<file path="config.mk">
export PLATFORM = sky130hd
export DESIGN_NAME = ptmch_spi_rx
export DESIGN_NICKNAME = d
export VERILOG_FILES = /design/src/rtl/ptmch_pkg.sv /design/src/rtl/ptmch_sync2.sv /design/src/rtl/ptmch_spi_rx.sv
export SDC_FILE = /design/constraint.sdc
export NUM_CORES = 1
export LEC_CHECK = 0
export BUFFER_PORTS_ARGS = -buffer_cell sky130_fd_sc_hd__buf_2
export CORE_MARGIN = 3
export CORE_UTILIZATION = 50
export DETAILED_ROUTE_END_ITERATION = 8
export GPL_TIMING_DRIVEN = 1
export PLACE_DENSITY = 0.78
export SKIP_CTS_REPAIR_TIMING = 1
export SYNTH_ARGS = -nofsm -noshare
export SYNTH_HDL_FRONTEND = slang
export SYNTH_SLANG_ARGS = --single-unit
</file>
<file path="constraint.sdc">
create_clock -name CLK200M -period 1.65 [get_ports CLK200M]
set_input_delay 0.0825 -clock CLK200M [delete_from_list [all_inputs] [get_ports CLK200M]]
set_output_delay 0.0825 -clock CLK200M [all_outputs]
set_load 0.005 [all_outputs]
</file>
<file path="src/rtl/ptmch_pkg.sv">
// Shared types and default sizing for the pattern-match SPI front end.
`timescale 1ns/1ps
package ptmch_pkg;

   localparam int unsigned PTMCH_DATA_W      = 8;
   localparam int unsigned PTMCH_CNT_W       = 8;
   localparam int unsigned PTMCH_TIMEOUT_CYC = 4096;

   typedef enum logic [1:0] {
      IDLE  = 2'd0,
      SHIFT = 2'd1,
      ABORT = 2'd2
   } spi_rx_st_t;

endpackage

</file>
<file path="src/rtl/ptmch_sync2.sv">
// Two-flop synchronizer with a selectable reset value.
`timescale 1ns/1ps
module ptmch_sync2 #(
   parameter logic RST_VAL = 1'b0
) (
   input  logic clk,
   input  logic rst_n,
   input  logic d,
   output logic q
);

   logic meta;

   always_ff @(posedge clk or negedge rst_n) begin
      if (!rst_n) begin
         meta <= RST_VAL;
         q    <= RST_VAL;
      end else begin
         meta <= d;
         q    <= meta;
      end
   end

endmodule

</file>
<file path="src/rtl/ptmch_spi_rx.sv">
// SPI mode-0 slave receiver, oversampled in the CLK200M domain, with valid/ready output.
// Optional mid-word SCLK stall abort is enabled by defining PTMCH_SPI_TIMEOUT_EN.
`timescale 1ns/1ps
module ptmch_spi_rx
   import ptmch_pkg::*;
#(
   parameter int unsigned DATA_W      = PTMCH_DATA_W,
   parameter int unsigned CNT_W       = PTMCH_CNT_W
`ifdef PTMCH_SPI_TIMEOUT_EN
   ,
   parameter int unsigned TIMEOUT_CYC = PTMCH_TIMEOUT_CYC
`endif
) (
   input  logic              CLK200M,
   input  logic              RESET_N,
   input  logic              SPI_CS,
   input  logic              SPI_CLK,
   input  logic              SPI_MOSI,
   output logic [DATA_W-1:0] rx_data,
   output logic              rx_valid,
   input  logic              rx_ready,
   output logic              frame_act,
   output logic [CNT_W-1:0]  word_cnt,
   output logic              frame_err,
   output logic              overrun
);

   localparam int unsigned BIT_W = $clog2(DATA_W + 1);

   logic cs_s, sclk_s, mosi_s;
   logic cs_d, sclk_d;
   logic cs_fall_c, cs_rise_c, sclk_rise_c;

   spi_rx_st_t        state_q, state_nxt;
   logic [BIT_W-1:0]  bit_cnt_q, bit_cnt_nxt;
   logic [DATA_W-2:0] shift_q, shift_nxt;
   logic [CNT_W-1:0]  word_cnt_q, word_cnt_nxt;
   logic [DATA_W-1:0] rx_data_q, rx_data_nxt;
   logic              rx_valid_q, rx_valid_nxt;
   logic              frame_act_q, frame_act_nxt;
   logic              frame_err_q, frame_err_nxt;
   logic              overrun_q, overrun_nxt;
   logic [1:0]        warm_q, warm_nxt;
   logic              armed_q, armed_nxt;
   logic              complete_c;
   logic [DATA_W-1:0] word_c;
`ifdef PTMCH_SPI_TIMEOUT_EN
   localparam int unsigned TMO_W = $clog2(TIMEOUT_CYC + 1);
   logic [TMO_W-1:0]  tmo_q, tmo_nxt;
`endif

   ptmch_sync2 #(.RST_VAL(1'b1)) u_sync_cs (
      .clk(CLK200M), .rst_n(RESET_N), .d(SPI_CS), .q(cs_s));
   ptmch_sync2 #(.RST_VAL(1'b0)) u_sync_clk (
      .clk(CLK200M), .rst_n(RESET_N), .d(SPI_CLK), .q(sclk_s));
   ptmch_sync2 #(.RST_VAL(1'b0)) u_sync_mosi (
      .clk(CLK200M), .rst_n(RESET_N), .d(SPI_MOSI), .q(mosi_s));

   assign cs_fall_c   = cs_d & ~cs_s;
   assign cs_rise_c   = ~cs_d & cs_s;
   assign sclk_rise_c = ~sclk_d & sclk_s;

   // A frame may only start after CS has been seen high once the synchronizers
   // have flushed, so a reset released mid-frame waits for the next CS fall.
   always_comb begin
      state_nxt     = state_q;
      bit_cnt_nxt   = bit_cnt_q;
      shift_nxt     = shift_q;
      word_cnt_nxt  = word_cnt_q;
      rx_data_nxt   = rx_data_q;
      rx_valid_nxt  = rx_valid_q;
      frame_act_nxt = frame_act_q;
      frame_err_nxt = 1'b0;
      overrun_nxt   = 1'b0;
      warm_nxt      = {warm_q[0], 1'b1};
      armed_nxt     = armed_q | (warm_q[1] & cs_s);
      complete_c    = 1'b0;
      word_c        = {shift_q, mosi_s};
`ifdef PTMCH_SPI_TIMEOUT_EN
      tmo_nxt       = '0;
`endif

      case (state_q)
         IDLE: begin
            if (armed_q && cs_fall_c) begin
               state_nxt     = SHIFT;
               bit_cnt_nxt   = '0;
               shift_nxt     = '0;
               word_cnt_nxt  = '0;
               frame_act_nxt = 1'b1;
            end
         end
         SHIFT: begin
            if (cs_rise_c) begin
               state_nxt     = IDLE;
               frame_act_nxt = 1'b0;
               bit_cnt_nxt   = '0;
               frame_err_nxt = (bit_cnt_q != '0);
            end else if (sclk_rise_c) begin
               shift_nxt = word_c[DATA_W-2:0];
               if (bit_cnt_q == BIT_W'(DATA_W - 1)) begin
                  complete_c  = 1'b1;
                  bit_cnt_nxt = '0;
                  if (word_cnt_q != '1) word_cnt_nxt = word_cnt_q + CNT_W'(1);
               end else begin
                  bit_cnt_nxt = bit_cnt_q + BIT_W'(1);
               end
            end
`ifdef PTMCH_SPI_TIMEOUT_EN
            else if (bit_cnt_q != '0) begin
               if (tmo_q == TMO_W'(TIMEOUT_CYC - 1)) begin
                  state_nxt     = ABORT;
                  frame_err_nxt = 1'b1;
                  bit_cnt_nxt   = '0;
               end else begin
                  tmo_nxt = tmo_q + TMO_W'(1);
               end
            end
`endif
         end
`ifdef PTMCH_SPI_TIMEOUT_EN
         ABORT: begin
            if (cs_rise_c) begin
               state_nxt     = IDLE;
               frame_act_nxt = 1'b0;
            end
         end
`endif
         default: state_nxt = IDLE;
      endcase

      // Output holding register: a held, unaccepted word wins over a new one.
      if (complete_c) begin
         if (!rx_valid_q || rx_ready) begin
            rx_data_nxt  = word_c;
            rx_valid_nxt = 1'b1;
         end else begin
            overrun_nxt = 1'b1;
         end
      end else if (rx_valid_q && rx_ready) begin
         rx_valid_nxt = 1'b0;
      end
   end

   always_ff @(posedge CLK200M or negedge RESET_N) begin
      if (!RESET_N) begin
         state_q     <= IDLE;
         bit_cnt_q   <= '0;
         shift_q     <= '0;
         word_cnt_q  <= '0;
         rx_data_q   <= '0;
         rx_valid_q  <= 1'b0;
         frame_act_q <= 1'b0;
         frame_err_q <= 1'b0;
         overrun_q   <= 1'b0;
         warm_q      <= '0;
         armed_q     <= 1'b0;
         cs_d        <= 1'b1;
         sclk_d      <= 1'b0;
`ifdef PTMCH_SPI_TIMEOUT_EN
         tmo_q       <= '0;
`endif
      end else begin
         state_q     <= state_nxt;
         bit_cnt_q   <= bit_cnt_nxt;
         shift_q     <= shift_nxt;
         word_cnt_q  <= word_cnt_nxt;
         rx_data_q   <= rx_data_nxt;
         rx_valid_q  <= rx_valid_nxt;
         frame_act_q <= frame_act_nxt;
         frame_err_q <= frame_err_nxt;
         overrun_q   <= overrun_nxt;
         warm_q      <= warm_nxt;
         armed_q     <= armed_nxt;
         cs_d        <= cs_s;
         sclk_d      <= sclk_s;
`ifdef PTMCH_SPI_TIMEOUT_EN
         tmo_q       <= tmo_nxt;
`endif
      end
   end

   assign rx_data   = rx_data_q;
   assign rx_valid  = rx_valid_q;
   assign frame_act = frame_act_q;
   assign word_cnt  = word_cnt_q;
   assign frame_err = frame_err_q;
   assign overrun   = overrun_q;

endmodule

</file>
== After elaboration in Yosys (flattened, before gate mapping) ==
Index checks and enable logic that the tools add are counted.

* Shift-type cells: 0
* Multipliers: 0
* Bitwise logic cells: 8
* Mux-type cells: 32
* Magnitude comparators: 0
* Reductions and logical operators: 15
* Divide/modulo/power cells: 0
* Add/subtract/negate cells: 2
* Equal/unequal tests: 11

{| class="wikitable"
|+ Operators by type and width
! cell !! number
|-
| $mux 8 || 5
|-
| $mux 7 || 3
|-
| $mux 4 || 4
|-
| $pmux 8 s2 || 1
|-
| $pmux 7 s2 || 1
|-
| $mux 1 || 13
|-
| $ne 2x2->1 const B || 6
|-
| $add 8x1->8 const B || 1
|-
| $ne 8x8->1 const B || 1
|-
| $pmux 4 s2 || 1
|-
| $reduce_and 2->1 || 3
|-
| $reduce_and 3->1 || 2
|-
| $reduce_and 6->1 || 1
|-
| $add 4x1->4 const B || 1
|-
| $and 1x1->1 || 4
|-
| $eq 4x3->1 const B || 1
|-
| $mux 2 || 2
|-
| $pmux 2 s2 || 1
|-
| $reduce_and 4->1 || 1
|-
| $reduce_bool 2->1 || 2
|-
| $reduce_bool 4->1 || 1
|-
| $ne 3x3->1 const B || 1
|-
| $not 1->1 || 3
|-
| $eq 2x1->1 const B || 1
|-
| 7 further kinds || 8
|}

* Logic and storage cells: 87
* Output and inout bits: 20
* Latch bits: 0
* Bits in read-only memories: 0
* Memories kept: 0
* Flip-flop bits (word level): 44
* Memory bits (writable): 0
* Input port bits: 6

== Logic depth before layout (Yosys ltp) ==
Gate-level depths: netlist (run 1).

* Word-level depth: 7
* Mapped depth: 6
* Mapped depth without buffers: 5

== Hierarchy ==
A second synthesis (run 1) with hierarchy kept.

* Cells, all modules: 163
* Area, all modules: 1,876.8 um^2

{| class="wikitable"
|+ Modules (own cells, without submodules)
! module !! area an instance (um^2) !! instances !! cells an instance !! seq. area each (um^2)
|-
| ptmch_spi_rx || 1,724.2 || 1 || 157 || 902.1
|-
| ptmch_sync2 at u_sync_clk ... || 50.0 || 2 || 2 || 50.0
|-
| ptmch_sync2 at u_sync_cs || 52.6 || 1 || 2 || 52.6
|}

== Worst setup path before layout (run 1) ==
OpenSTA, ideal clock, no wires.

* Path kind: register to register
* Start point: register word_cnt_q[0], in the netlist word_cnt[0]
* End point: register word_cnt_q[3], in the netlist word_cnt[3]
* Arrival: 1.626 ns
* Stages on the path, launching flop included: 6
* Slack: -0.045 ns
* Period minus slack after synthesis: 1.695 ns
* Data required time: 1.581 ns
* Setup time: 0.069 ns
* Path buffers: 0
* Cell sequence: dfrtp_1 -> ha_1 -> and3_1 -> a21o_1 -> or4_1 -> nand3_1

* Longest elaborated chain between the ends: 6
* Elaborated cells between the ends (all ways): 9
* Those cells by class: add/sub (1); eq/ne (2); mux (5); reduce/logical (1)

{| class="wikitable"
|+ RTL lines
! what !! line !! text
|-
| start: declaration || ptmch_spi_rx.sv:37 || <nowiki>logic [CNT_W-1:0] word_cnt_q, word_cnt_nxt;</nowiki>
|-
| start signal: assignment || ptmch_spi_rx.sv:167 || <nowiki>word_cnt_q <= word_cnt_nxt;</nowiki>
|-
| $add 8x1->8 || ptmch_spi_rx.sv:104 || <nowiki>if (word_cnt_q != '1) word_cnt_nxt = word_cnt_q + CNT_W'(1);</nowiki>
|-
| $mux 8 || ptmch_spi_rx.sv:104 ||
|-
| $mux 8 || ptmch_spi_rx.sv:101 || <nowiki>if (bit_cnt_q == BIT_W'(DATA_W - 1)) begin</nowiki>
|-
| $mux 8 || ptmch_spi_rx.sv:99 || <nowiki>end else if (sclk_rise_c) begin</nowiki>
|-
| $mux 8 || ptmch_spi_rx.sv:94 || <nowiki>if (cs_rise_c) begin</nowiki>
|-
| $pmux 8 s2 || ptmch_spi_rx.sv:83 || <nowiki>case (state_q)</nowiki>
|}

Parallel ways exist; a longest one is shown, timed or not. The select of a mux whose other input is x is not followed.
A chain may end at the register's enable or synchronous reset.

== Final worst setup path (run 1) ==
* Start point: register bit_cnt_q[1]
* End point: register rx_data_q[0], in the netlist rx_data[0]

* Longest elaborated chain between the ends: 6

{| class="wikitable"
|+ RTL lines
! what !! line !! text
|-
| start: declaration || ptmch_spi_rx.sv:35 || <nowiki>logic [BIT_W-1:0] bit_cnt_q, bit_cnt_nxt;</nowiki>
|-
| start signal: assignment || ptmch_spi_rx.sv:165 || <nowiki>bit_cnt_q <= bit_cnt_nxt;</nowiki>
|-
| $eq 4x3->1 || ptmch_spi_rx.sv:101 ||
|-
| $mux 1 || ptmch_spi_rx.sv:101 ||
|-
| $mux 1 || ptmch_spi_rx.sv:99 ||
|-
| $mux 1 || ptmch_spi_rx.sv:94 ||
|-
| $mux 1 || ptmch_spi_rx.sv:83 ||
|-
| $reduce_and 2->1 (no line) || - ||
|-
| end signal: assignment || ptmch_spi_rx.sv:168 || <nowiki>rx_data_q <= rx_data_nxt;</nowiki>
|-
| end: declaration || ptmch_spi_rx.sv:38 || <nowiki>logic [DATA_W-1:0] rx_data_q, rx_data_nxt;</nowiki>
|}

Every way passes these cells.

==> results of run 1 <==
==> critical path, cell delays in order (launching register included) <==
cell and delay [ns]:
dfrtp_1 0.43, ha_4 0.17, and3b_1 0.19, nand4_1 0.12
nor2b_1 0.13, buf_4 0.18, mux2_2 0.35
==> metrics by stage <==
| stage | power, W | setup slack [ns] | setup TNS [ns] | hold WS (ns) |
|---|---|---|---|---|
| after global placement | 0.00141 | 0.0239 | 0 | -0.00334 |
| after floorplan | 0.00129 | 0.0123 | 0 | -0.213 |
| final | 0.00212 | -0.00619 | -0.00619 | 0.0211 |
| after global routing | 0.00224 | -0.0750 | -0.599 | 0.0178 |
| after detailed placement | 0.00144 | -0.0303 | -0.193 | 0.00463 |
| after CTS | 0.00210 | -0.0436 | -0.237 | -0.389 |
==> kinds of logic after synthesis <==
family | Yosys count
and+or+nand+nor | 71
adders and majority gates | 3
DFF | 42
AOI/OAI and AO/OA | 26
other | 1
buffers and inverters | 11
muxes | 10
==> area by class of cell <==
class / instances / area, µm²
Clock inverter: 1 / 30.0
Clock buffer: 7 / 55.1
Sequential cell: 42 / 1050
Multi-Input combinational cell: 111 / 761
Fill cell: 249 / 1090
Timing Repair Buffer: 54 / 353
Inverter: 5 / 18.8
Tap cell: 46 / 57.6
==> sequential cells by signal (all words and copies together) (netlist names), 2 cells and up <==
register,flops
shift_q,7
word_cnt,8
bit_cnt_q,4
warm_q,2
rx_data,8
==> path summary, 6_finish.rpt <==
path,endpoint,slack [ns],from,depth (start not counted)
max in group asynchronous,cs_d,0.93,RESET_N,3
hold / removal,overrun,0.02,rx_ready,3
setup / recovery,rx_data[0],-0.006,bit_cnt_q[1],6
hold reg to reg,u_sync_mosi.q,0.36,u_sync_mosi.meta,0
setup reg to reg,rx_data[0],-0.006,bit_cnt_q[1],6
min in group asynchronous,sclk_d,0.14,RESET_N,2
==> layout by cell type (no fill, tap or decap), drive strengths merged, types with 2 or more instances in the layout <==
master and count:
o31ai 2, nand4 5, o211ai 4, buf 50, dfrtp 39, a2bb2oi 2, mux2 9, nand2b 6
dlygate4sd3 4, a21oi 3, a211oi 2, nor2b 3, nor2 2, o21ai 4, nand2 31, nand3 15
inv 5, a21o 2, ha 3, dfstp 3, clkbuf 7
==> power by group through the flow <==
stage	Sequential (W)	Combinational, W	Clock, W
finish	0.00115	0.000303	0.000676
detailed placement	0.00116	0.000278	0
floorplan	0.00116	0.000124	0
CTS	0.00114	0.000277	0.000690
global route	0.00116	0.000344	0.000737
global placement	0.00115	0.000260	0
==> per-layer routing <==
layer  GRT usage (%)  share of wire, %  vias to the layer above  wire length (µm)
li1                -                 -                      700                 -
met1            23.6                42                      717              1600
met2            33.7                51                       42              1970
met3            5.78               6.1                        7               235
met4            5.33               1.2                        0                48
met5               0                 0                        -                 0
==> flow_summary.toml, run 1 <==
[synthesis]
synth.top_cells.by_count = "dfrtp_1 (39), nand2_1 (31), nand3_1 (15)"
synth_compound_area_share_pct = 10.5
synth_area_leaders = "dfrtp_1 (54%), nand2_1 (6.5%), mux2_2 (5.6%)"
synth.avg_cell_area_um2 = 11.0
synth-xor-area-share_pct = 0
synth_top_family_by_area = "simple AND/OR/NAND/NOR gates"
synth_cell_type_count = 40
yosys.area_share.simple_pct = 20.0
synth-edff-count = 0
synth_most_common_cell = "dfrtp_1"
ys_seq_area_share_pct = 58.5
synth_area_leader_cell = "dfrtp_1"
synth_fp_nets = 173
synth_area_um2 = 1800
synthAdderAreaFrac_pct = 2.08
synth-async-reset-ratio_pct = 100
synth_mux_area_share_pct = 6.18
yosys_most_used_dff = "dfrtp_1"
synth.ff_latch_count = 42
synth_top_area_share_pct = 54.1
synth_warnings = 0
syn_inst = 164

[clock_network]
htreeDepth = 2
path_clk_slew_ns = 0.12
cts_num_sinks = 42
tritoncts = "built"
root_buffer = "clkbuf_4"
cts_max_path_buffers = 2
insertion_delay_ns = 0.35
numCtsBuffers = 5

[route]
drt-total-wl_mm = 3.85
first_iter_violations = 100
firstDrtPassIters = 4
antenna_left = 0
via_count = 1466
routed_via_density = 5.51
avgRoutedWirePerCell_um = 14.5
drc = 0

[final_layout]
areaGrowthSynthToFinish_pct = 29.2
antenna_cells = 0
final_core_util_pct = 68.2
layout.cells.non_filler = 266
fin_area_um2 = 2330
layout.nets = 228
drive_above_1_share_pct = 34.5

[worst_setup_path]
worstPathArrival_ns = 1.89
worstPathRequired_ns = 1.89
cp-end-kind = "register"
worstSetupStartpointType = "register"
crit_type = "reg -> reg"
worst-path-max-fanout = 8

[timing]
fin_ws_ns = -0.00619
slew_viol_final = 0
worstMarginPinSlew_ns = 0.494
finalHoldViolCount = 0
fin_crit_sh_pct = 100
rsz0062_at_grt = "true"
setup_viol = 1
timing.slew.headroom_pct = 66.7
fmax_mhz = 604
clock_skew_ns = 0.0169
period_needed_ns = 1.66

[floorplanning]
row_count = 21
die_w_um = 66.1
start_util_pct = 52.8
io_pins = 26
die-area_um2 = 4360
core_um2 = 3420
die_h_um = 66.1

[power_and_ir_drop]
power_switching_w = 0.000535
p_leak_nw = 1.15
power.internal_w = 0.00159
swShare_pct = 25.2
pwr-share-comb_pct = 14.2
powerDensity_nw_per_um2 = 912
pwr-share-seq_pct = 54.0
ir_worst_vdd_v = 0.000558
clkPwrFrac_pct = 31.8

[run]
cap_violations = 0

[outcome]
violations = "negative setup slack"
status = "finished with violations"

[global_routing]
grt_antenna_before_repair = 0
grt_pass1_wl_mm = 6.45
grt_max_degree = 16
grt_pass1_vias = 1425
grt_use_total_pct = 19.5
grt_overflow = 0

[place]
place_hpwl_mm = 2.83
portBuffers = 25
gp_congestion = 0.818
dp.cells = 251
place_area_um2 = 2130

[min_path]
hp-class = "in -> reg"
Note: power is estimated with default switching activity, not from simulation.
==> run 2: changes to the inputs <==
--- a/config.mk
+++ b/config.mk
@@ -6,6 +6,7 @@
 export NUM_CORES = 1
 export LEC_CHECK = 0
 export BUFFER_PORTS_ARGS = -buffer_cell sky130_fd_sc_hd__buf_2
+export CORE_ASPECT_RATIO = 0.75
 export CORE_MARGIN = 3
 export CORE_UTILIZATION = 50
 export DETAILED_ROUTE_END_ITERATION = 8
==> flow_summary.toml, run 2 (synthesis results as in run 1) <==
[worst_setup_path]
cp-end-kind = "register"
worstSetupStartpointType = "register"
worst-path-max-fanout = 8
worstPathRequired_ns = 1.83
crit_type = "reg -> reg"
worstPathArrival_ns = 1.84

[power_and_ir_drop]
powerDensity_nw_per_um2 = 949
ir_worst_vdd_v = 0.000723
power.total_w = 0.00228
p_leak_nw = 1.18

[clock_network]
path_clk_slew_ns = 0.08
cts_max_path_buffers = 2
cts_num_sinks = 42
root_buffer = "clkbuf_8"
tritoncts = "built"
insertion_delay_ns = 0.29
numCtsBuffers = 5
htreeDepth = 2

[global_routing]
grt_use_total_pct = 18.8
grt_pass1_wl_mm = 6.10
grt_max_degree = 29
grt_busiest_layer = "met2"
grt_overflow = 0
met3_usage_pct = 6.76
grt_pass1_vias = 1364
grt_util_met1_pct = 25.0
grt_antenna_before_repair = 0
use_met2_pct = 27.6

[timing]
period_needed_ns = 1.66
slew_viol_final = 0
worstMarginPinSlew_ns = 0.607
finalHoldViolCount = 0
tns_ns = -0.0731
fin_ws_ns = -0.0141
timing.slew.headroom_pct = 59.6
fmax_mhz = 601
fin_crit_sh_pct = 101
clock_skew_ns = 0.00560
setup_viol = 8
rsz0062_at_grt = "true"

[route]
drt-total-wl_mm = 4.12
antenna_left = 0
avgRoutedWirePerCell_um = 15.7
via_count = 1489
routed_via_density = 5.68
firstDrtPassIters = 4
drc = 0
first_iter_violations = 84

[final_layout]
layout_common_cells = "dfrtp_1 (39), nand2_1 (30), buf_4 (26)"
layout.nets = 230
multi_input_area_um2 = 801
seq_area_um2 = 1050
drive_above_1_share_pct = 37.4
mostFrequentLayoutCell = "dfrtp_1"
areaGrowthSynthToFinish_pct = 33.4
antenna_cells = 0
fill_cells = 241

[floorplanning]
die_w_um = 75.3
io_pins = 26
start_util_pct = 53.4
row_count = 18
die_h_um = 58.0
die-area_um2 = 4370
core_um2 = 3380

[run]
cap_violations = 0

[place]
place_hpwl_mm = 2.71
gp_congestion = 0.868
portBuffers = 25

[min_path]
hp-class = "in -> reg"

[outcome]
status = "finished with violations"
violations = "negative setup slack"
## run 2: cell count changes in the layout (fill, tap and decap cells not counted), sizes merged
cell      change
clkbuf        -1
clkinvlp      +1
buf           +2
## run 2: worst paths after layout
path	cells past startpoint	endpoint	slack (ns)	start
setup / recovery	6	rx_data[0]	-0.01	bit_cnt_q[1]
hold / removal	3	overrun	0.10	rx_ready
setup reg to reg	6	rx_data[0]	-0.01	bit_cnt_q[1]
hold reg to reg	0	u_sync_mosi.q	0.36	u_sync_mosi.meta
max in group asynchronous	3	rx_data[5]	0.76	RESET_N
min in group asynchronous	2	frame_err	0.34	RESET_N
## run 2: worst max-delay path: stages, from the launching register on
cell and delay, ns:
dfrtp_1 0.43, ha_4 0.17, and3b_2 0.20, nand4_1 0.11, nor2b_1 0.13, buf_4 0.18
mux2_2 0.34
## run 2: through the flow
step	cell area [µm²]	instances	hold WS (ns)	utilization (%)	setup WS, ns
floorplan	1810	164	-0.213	-	0.0123
global placement	2130	247	0.125	63.2	0.0238
detailed placement	2130	247	0.130	63.2	-0.0189
CTS	2240	255	-0.189	66.4	-0.0459
global route	2410	262	0.114	71.2	-0.127
finish	2410	262	0.100	71.2	-0.0141
## run 2: area by class of cell
| class | count | share of cell area (%) |
|---|---|---|
| clock buffer | 6 | 3.02 |
| clock inverter | 2 | 1.56 |
| inverter | 5 | 0.780 |
| multi-input combinational | 111 | 33.3 |
| sequential | 42 | 43.8 |
| tap | 40 | 2.08 |
| timing repair buffer | 56 | 15.4 |
## run 2: where the power goes
part / internal [W] / leakage [nW] / switching [W] / total [W]
combinational: 0.000145 / 0.578 / 0.000185 / 0.000330
sequential: 0.00109 / 0.547 / 0.0000559 / 0.00115
clock: 0.000451 / 0.0514 / 0.000353 / 0.000804
## run 2: metal layers
layer / up-vias / wire (µm)
li1: 702 / -
met1: 733 / 1800
met2: 48 / 2040
met3: 6 / 206
met4: 0 / 70
met5: - / 0
==> run 3: changes to the inputs <==
--- a/config.mk
+++ b/config.mk
@@ -8,10 +8,10 @@
 export BUFFER_PORTS_ARGS = -buffer_cell sky130_fd_sc_hd__buf_2
 export CORE_ASPECT_RATIO = 0.75
 export CORE_MARGIN = 3
-export CORE_UTILIZATION = 50
+export CORE_UTILIZATION = 30
 export DETAILED_ROUTE_END_ITERATION = 8
 export GPL_TIMING_DRIVEN = 1
-export PLACE_DENSITY = 0.78
+export PLACE_DENSITY = 0.53
 export SKIP_CTS_REPAIR_TIMING = 1
 export SYNTH_ARGS = -nofsm -noshare
 export SYNTH_HDL_FRONTEND = slang
==> constraint.sdc (replaced) <==
create_clock -name CLK200M -period 1.65 [get_ports CLK200M]
set_input_delay 0.0825 -clock CLK200M [delete_from_list [all_inputs] [get_ports CLK200M]]
set_output_delay 0.0825 -clock CLK200M [all_outputs]
set_load 0.02 [all_outputs]
==> flow_summary.toml, run 3 (synthesis results as in run 1) <==
[route]
antenna_left = 0
firstDrtPassIters = 4
via_count = 1410
avgRoutedWirePerCell_um = 14.2
drc = 0
routed_via_density = 4.68
drt-total-wl_mm = 4.27
first_iter_violations = 42

[worst_setup_path]
r2r_slack_ns = -0.01
worstSetupStartpointType = "register"
r2r_cells = 6
cp-end-kind = "register"
worst-path-max-fanout = 8
reg2reg_to = "rx_data[7]"
crit_type = "reg -> reg"
worstPathRequired_ns = 1.83
timing.rr.start = "bit_cnt_q[0]"
worstPathArrival_ns = 1.85

[power_and_ir_drop]
p_leak_nw = 1.20
ir_worst_vdd_v = 0.000440
powerDensity_nw_per_um2 = 946

[timing]
clock_skew_ns = 0.00538
worstMarginPinSlew_ns = 0.559
rsz0062_at_grt = "true"
timing.slew.headroom_pct = 62.7
finalHoldViolCount = 0
setup_viol = 3
fmax_mhz = 601
fin_crit_sh_pct = 101
period_needed_ns = 1.66
hold-worst-slack_ns = 0.0907
fin_ws_ns = -0.0138
slew_viol_final = 0

[place]
dpl_worst_slack_ns = -0.0204
place_hpwl_mm = 3.06
place_area_um2 = 2260
dp.cells = 289
gp_congestion = 0.805
portBuffers = 25

[floorplanning]
die_h_um = 73.1
start_util_pct = 32.3
io_pins = 26
core_um2 = 5580
die-area_um2 = 6990
die_w_um = 95.5
row_count = 23

[global_routing]
grt_max_degree = 25
grt_pass1_wl_mm = 6.84
grt_overflow = 0
grt_use_total_pct = 13.2
grt_pass1_vias = 1345
grt_antenna_before_repair = 0

[final_layout]
areaGrowthSynthToFinish_pct = 36.9
layout.nets = 234
mostFrequentLayoutCell = "dfrtp_1"
layout.cells.non_filler = 301
drive_above_1_share_pct = 37.6
antenna_cells = 0
layout_common_cells = "dfrtp_1 (37), nand2_1 (31), buf_4 (30)"
fin_area_um2 = 2470

[clock_network]
cts_num_sinks = 42
numCtsBuffers = 5
path_clk_slew_ns = 0.08
tritoncts = "built"
htreeDepth = 2
insertion_delay_ns = 0.30
cts_max_path_buffers = 2
root_buffer = "clkbuf_8"

[min_path]
hp-class = "in -> reg"
holdPathEnd = "overrun"
min_path_cells = 3
min-delay-start = "rx_ready"

[outcome]
violations = "negative setup slack"
status = "finished with violations"

[run]
cap_violations = 0
-- run 3: per-stage QoR --
step | TNS, ns | total power [W] | util, %
final | -0.0174 | 0.00233 | 44.2
after global routing | -0.864 | 0.00244 | 44.2
after detailed placement | -0.0785 | 0.00148 | 40.4
after global placement | 0 | 0.00148 | 40.4
after CTS | -0.193 | 0.00234 | 42.5
after floorplan | -0.0262 | 0.00132 | -
-- run 3: cell type report --
class / instances / area (µm²)
multi-input combinational: 111 / 781
inverter: 5 / 18.8
clock inverter: 1 / 30.0
tap: 75 / 93.8
timing repair buffer: 60 / 402
sequential: 42 / 1060
fill: 561 / 3110
clock buffer: 7 / 86.3
-- run 3: critical path, stage by stage (launching register included) --
cell and delay (ns):
dfrtp_1 0.36, ha_2 0.18, and3b_2 0.20, nand4_1 0.11, nor2b_1 0.18, buf_6 0.19
mux2_4 0.32
-- run 3: worst max path at each step --
stage,startpoint,end,slack (ns),cells after the start
floorplan,frame_act,word_cnt[3],-0.03,5
detailed placement,bit_cnt_q[0],rx_data[3],-0.02,6
global route,bit_cnt_q[0],rx_data[7],-0.11,6
global placement,bit_cnt_q[0],rx_data[6],0.01,6
CTS,bit_cnt_q[0],rx_data[3],-0.04,6
finish,bit_cnt_q[0],rx_data[7],-0.01,6
-- run 3: where the power goes --
part,leakage (nW),total [W],switching (W),internal [W]
Combinational,0.601,0.000334,0.000193,0.000141
Sequential,0.544,0.00114,0.0000454,0.00110
Clock,0.0585,0.000859,0.000365,0.000494
Total,1.20,0.00233,0.000604,0.00173
-- run 3: per-layer routing --
metal  track usage [%]  wire (µm)  part of all wire, %
met4              4.26         13                 0.30
met1              21.1       2350                   55
met3              3.61        200                  4.7
met2              16.7       1710                   40
met5                 0          0                    0
